==> src/rtl/adder_operand_sequencer.sv <==
// adder_operand_sequencer: valid/ready stage that feeds a slow combinational adder, waits for it to settle, then captures and presents the sum
module adder_operand_sequencer #(
    parameter int WIDTH         = 64,
    parameter int SETTLE_CYCLES = 4,
    parameter int CNT_WIDTH     = 16
) (
    input  logic                 clk_i,
    input  logic                 rst_i,
    input  logic                 in_valid_i,
    output logic                 in_ready_o,
    input  logic [WIDTH-1:0]     a_i,
    input  logic [WIDTH-1:0]     b_i,
    output logic [WIDTH-1:0]     add_num1_o,
    output logic [WIDTH-1:0]     add_num2_o,
    input  logic [WIDTH-1:0]     add_sum_i,
    output logic                 out_valid_o,
    input  logic                 out_ready_i,
    output logic [WIDTH-1:0]     sum_o,
    output logic                 carry_o,
    output logic [CNT_WIDTH-1:0] done_count_o
);
    localparam int CW = SETTLE_CYCLES > 1 ? $clog2(SETTLE_CYCLES) : 1;
    typedef enum logic [1:0] {IDLE, SETTLE, HOLD} state_t;
    state_t        state;
    logic [CW-1:0] cnt;
    assign in_ready_o = state == IDLE;
    // accept operands, hold them until the adder settles, then capture and hand off the sum
    always_ff @(posedge clk_i or posedge rst_i) begin
        if (rst_i) begin
            state        <= IDLE;
            cnt          <= '0;
            add_num1_o   <= '0;
            add_num2_o   <= '0;
            sum_o        <= '0;
            carry_o      <= 1'b0;
            out_valid_o  <= 1'b0;
            done_count_o <= '0;
        end else begin
            case (state)
                IDLE: if (in_valid_i) begin
                    add_num1_o <= a_i;
                    add_num2_o <= b_i;
                    cnt        <= CW'(SETTLE_CYCLES - 1);
                    state      <= SETTLE;
                end
                SETTLE: if (cnt != '0) begin
                    cnt <= cnt - 1'b1;
                end else begin
                    sum_o       <= add_sum_i;
                    carry_o     <= add_sum_i < add_num1_o;
                    out_valid_o <= 1'b1;
                    state       <= HOLD;
                end
                HOLD: if (out_ready_i) begin
                    out_valid_o  <= 1'b0;
                    done_count_o <= done_count_o + 1'b1;
                    state        <= IDLE;
                end
                default: state <= IDLE;
            endcase
        end
    end
endmodule

==> config.mk <==
export PLATFORM = sky130hd
export DESIGN_NAME = adder_operand_sequencer
export DESIGN_NICKNAME = d
export VERILOG_FILES = /design/src/rtl/adder_operand_sequencer.sv
export SDC_FILE = /design/constraint.sdc
export NUM_CORES = 1
export LEC_CHECK = 0
export BUFFER_PORTS_ARGS = -buffer_cell sky130_fd_sc_hd__buf_4
export CORE_ASPECT_RATIO = 0.5
export CORE_MARGIN = 3
export CORE_UTILIZATION = 35
export DETAILED_ROUTE_END_ITERATION = 10
export MAX_ROUTING_LAYER = met4
export PLACE_DENSITY_LB_ADDON = 0.25
export SLEW_MARGIN = 10
export SYNTH_ARGS = -nofsm -noshare
export SYNTH_HDL_FRONTEND = slang
export SYNTH_SLANG_ARGS = --single-unit
==> constraint.sdc <==
create_clock -name clk_i -period 7.97 [get_ports clk_i]
set_input_delay 0.3985 -clock clk_i [delete_from_list [all_inputs] [get_ports clk_i]]
set_output_delay 0.3985 -clock clk_i [all_outputs]
set_load 0.02 [all_outputs]
==> impl_results.md <==
* Global placement routability congestion at 0.792
* Setup crit end kind: flip-flop
* Setup Fix Bufs, Post-CTS at 0
* CTS Buffer Depth at 3
* Sum of negative setup slack at 0 ns
* Run status: finished, final reports clean
* Post-layout minimum cycle time at 2.47 ns
* Setup slack at placement at between 5 and 6 ns
* Layout net count at ~1500
* Post-synthesis share of cell area spent on and, or, nand and nor gates at 6.97%
* Number of placement rows at around 40
* Count of placed standard cells in the final layout, fillers left out at between 1500 and 2000
* Final worst setup slack at ~5.5 ns
* Total clock buffers created by CTS at 22
* Power Dens Cells at about 420 nW/um^2
* Clock slew at the register clock pins of the worst setup and hold paths at around 0.070 ns
* Largest clock skew in the final design at between 0.01 and 0.015 ns
* Final core area utilization at 52.5%
* Cell total after placement at ~1500
* Class of the worst hold path: primary input to flip-flop
* Relative slew margins at 28.8%
* Post-synth EDFFs at 0
* Unrepaired setup endpoints after global routing: false
* Number of warning messages in the yosys log at 0
* Synthesized-area fraction occupied by adder cells at ~8.5%
* Area share of xor/xnor cells in the synthesized design at 1.38%
* Critical Path RT at between 8 and 9 ns
* Remaining global-route overflow at 0
* Syn Nets at 1047
* Wire length of the first global-routing pass at around 44000 um
* IR Drop Worst-Case VDD at around 0.18 mV
* Area of the mapped netlist at between 9000 and 10000 um^2
* Peak clock frequency supported by timing at between 400 and 500 MHz
* Number of nets with antenna violations after detailed routing at 0
* HPWL after DPL at between 20000 and 25000 um
* Clock net sink count at roughly 210
* Routed WL per cell at between 15 and 20 um
* Final hold vios at 0
* Top flip-flop cell by instance count after synthesis: sky130_fd_sc_hd__dfrtp_1
* WS Path Type: flip-flop to flip-flop
* Die Y at between 100 and 150 um
* Unique cell type count in the Yosys netlist at 44
* Data arrival at the endpoint of the critical path at 2.86 ns
* Effective utilization at floorplan at approximately 37%
* Latest clock arrival within the worst-skew pair at about 0.5 ns
* Multiplexer fraction of the synthesized cell area at 15.6%
* Maximum fanout count along the critical path at 75
* Initial antenna violation count at 0
* Fraction of final layout cells with drive strength greater than 1 at between 40% and 50%
* Total routing usage reported by global routing at around 20%
* Compound-gate portion of the synthesized area at just over 7%
* Commonest cells after routing, fill and taps aside: sky130_fd_sc_hd__buf_4, sky130_fd_sc_hd__dfrtp_1, sky130_fd_sc_hd__mux2_2, sky130_fd_sc_hd__nand2_1, sky130_fd_sc_hd__o21ai_0
* Largest net degree at the start of global routing at 150
* Static leakage at between 6 and 7 nW
* Clock H-tree levels at 1
* Buffers added on ports at 406
* Final routed wirelength across all metal layers at ~29000 um
* Core region area at approximately 26000 um^2
* Count of vias placed by the detailed router at about 7300
* Transition time at the pin with the least slew margin at between 1 and 1.5 ns
* Cell count after synthesis at ~790
* Number of top-level pins at just over 400
* Post-DR vias/cell at 4.71
* Area growth from synthesis to layout at 43.2%
* Setup-failing EPs final at 0
* DIE AREA at 29400 um^2
* CTS resizes at 0
* Post-synthesis area per instance at roughly 12 um^2
* TritonCTS clock tree: done
* DR pass1 iterations at 5
* Count of unresolved DRC violations after routing at 0
* Final cycle utilization of the critical path at a little under a third
* Cell chosen for the clock root: sky130_fd_sc_hd__clkbuf_16
* Share of synthesized area occupied by flip-flops and latches at 56.2%
* Drt first-iter violations at 310
* Sort of element at the start of the critical path: flip-flop
* Filler instances at around 2300
* Diode insertion count for antenna repair at 0
* FF+latch count, synth at ~210
* Pins over their slew limit at 0
* Dominant combinational cell family by area after synthesis: multiplexers
* Vias in the first global route at 7858
* Floorplan die width at ~240 um
* Leading cell type in the layout, fill and taps excluded: sky130_fd_sc_hd__buf_4
* Share of flip-flops with an asynchronous set or reset at 100%
* Number of buffers inserted for hold repair after clock tree synthesis at 0
* Number of maximum-capacitance violations at 0
==> kinds of logic after synthesis <==
logic type | after synthesis
simple gates | 141
buf+inv | 99
mux | 132
flops | 214
fa+ha+maj | 65
xor+xnor | 15
compound gates | 120
==> cells in the mapped netlist, types with 2 or more instances <==
| library cell | number | share of area [%] |
|---|---|---|
| sky130_fd_sc_hd__mux2_2 | 131 | 15 |
| sky130_fd_sc_hd__dfrtp_1 | 214 | 56 |
| sky130_fd_sc_hd__nand4_1 | 11 | 0.72 |
| sky130_fd_sc_hd__nor3_1 | 3 | 0.16 |
| sky130_fd_sc_hd__o21ai_0 | 76 | 4.0 |
| sky130_fd_sc_hd__xor2_1 | 5 | 0.46 |
| sky130_fd_sc_hd__nand3_1 | 10 | 0.53 |
| sky130_fd_sc_hd__buf_2 | 16 | 0.84 |
| sky130_fd_sc_hd__nand2_1 | 84 | 3.3 |
| sky130_fd_sc_hd__a211oi_1 | 2 | 0.16 |
| sky130_fd_sc_hd__and2b_1 | 2 | 0.16 |
| sky130_fd_sc_hd__inv_1 | 69 | 2.7 |
| sky130_fd_sc_hd__clkbuf_1 | 11 | 0.43 |
| sky130_fd_sc_hd__xnor2_1 | 10 | 0.92 |
| sky130_fd_sc_hd__and3_1 | 3 | 0.20 |
| sky130_fd_sc_hd__ha_1 | 65 | 8.5 |
| sky130_fd_sc_hd__a21o_1 | 5 | 0.39 |
| sky130_fd_sc_hd__a21oi_1 | 27 | 1.4 |
| sky130_fd_sc_hd__nor2_1 | 13 | 0.51 |
| sky130_fd_sc_hd__and4_1 | 5 | 0.46 |
==> routing by layer <==
| layer | track usage [%] | wire length (um) | up-vias |
|---|---|---|---|
| li1 | - | - | 3497 |
| met1 | 23.3 | 11800 | 3614 |
| met2 | 36.0 | 15600 | 142 |
| met3 | 2.31 | 841 | 46 |
| met4 | 4.11 | 548 | 0 |
| met5 | - | 0 | - |
==> state kept, by name, summed over array words and instances (netlist names) <==
name          count
add_num1_o       64
add_num2_o       64
sum_o            64
done_count_o     16
cnt               2
state             2
carry_o           1
out_valid_o       1
==> worst max-delay path, stage by stage, from the launching register on <==
cell and delay [ns]:
sky130_fd_sc_hd__dfrtp_1 0.44, sky130_fd_sc_hd__nor2_1 0.19, sky130_fd_sc_hd__and2_4 0.46, sky130_fd_sc_hd__buf_4 0.76
sky130_fd_sc_hd__mux2_2 0.42
==> cell type report <==
class	count	area [um^2]	area share [%]
Clock buffer	33	633	4.64
Tap cell	344	430	3.16
Sequential cell	214	5360	39.3
Clock inverter	6	105	0.771
Inverter	69	267	1.95
Timing Repair Buffer	410	3080	22.6
Multi-Input combinational cell	473	3770	27.6
==> metrics by stage <==
stage,instance area (um^2),hold WS [ns],total power [W]
5_1_grt,13600,0.0769,0.00611
4_1_cts,13600,0.0670,0.00584
3_3_place_gp,12900,0.468,0.00465
6_report,13600,0.0909,0.00575
2_1_floorplan,9530,0.489,0.00347
3_5_place_dp,12900,0.479,0.00474
==> report_power, final <==
group	switching, W	total [W]	internal, W	leakage, nW
clock	0.000433	0.00108	0.000646	0.361
combinational	0.00151	0.00278	0.00127	3.80
sequential	0.000287	0.00189	0.00160	2.58
total	0.00223	0.00575	0.00352	6.74
==> path summary, 6_finish.rpt <==
path | from | end | slack [ns] | depth (start not counted)
setup / recovery | state[1]$_DFFE_PP0P_ | add_num2_o[58]$_DFFE_PP0P_ | 5.50 | 4
hold / removal | a_i[11] | add_num1_o[11]$_DFFE_PP0P_ | 0.09 | 3
setup reg to reg | state[1]$_DFFE_PP0P_ | add_num2_o[58]$_DFFE_PP0P_ | 5.50 | 4
hold reg to reg | done_count_o[15]$_DFFE_PP0P_ | done_count_o[15]$_DFFE_PP0P_ | 0.48 | 1
max in group asynchronous | rst_i | done_count_o[10]$_DFFE_PP0P_ | 6.30 | 3
min in group asynchronous | rst_i | sum_o[20]$_DFFE_PP0P_ | 0.15 | 2
Note: power is estimated with default switching activity, not from simulation.
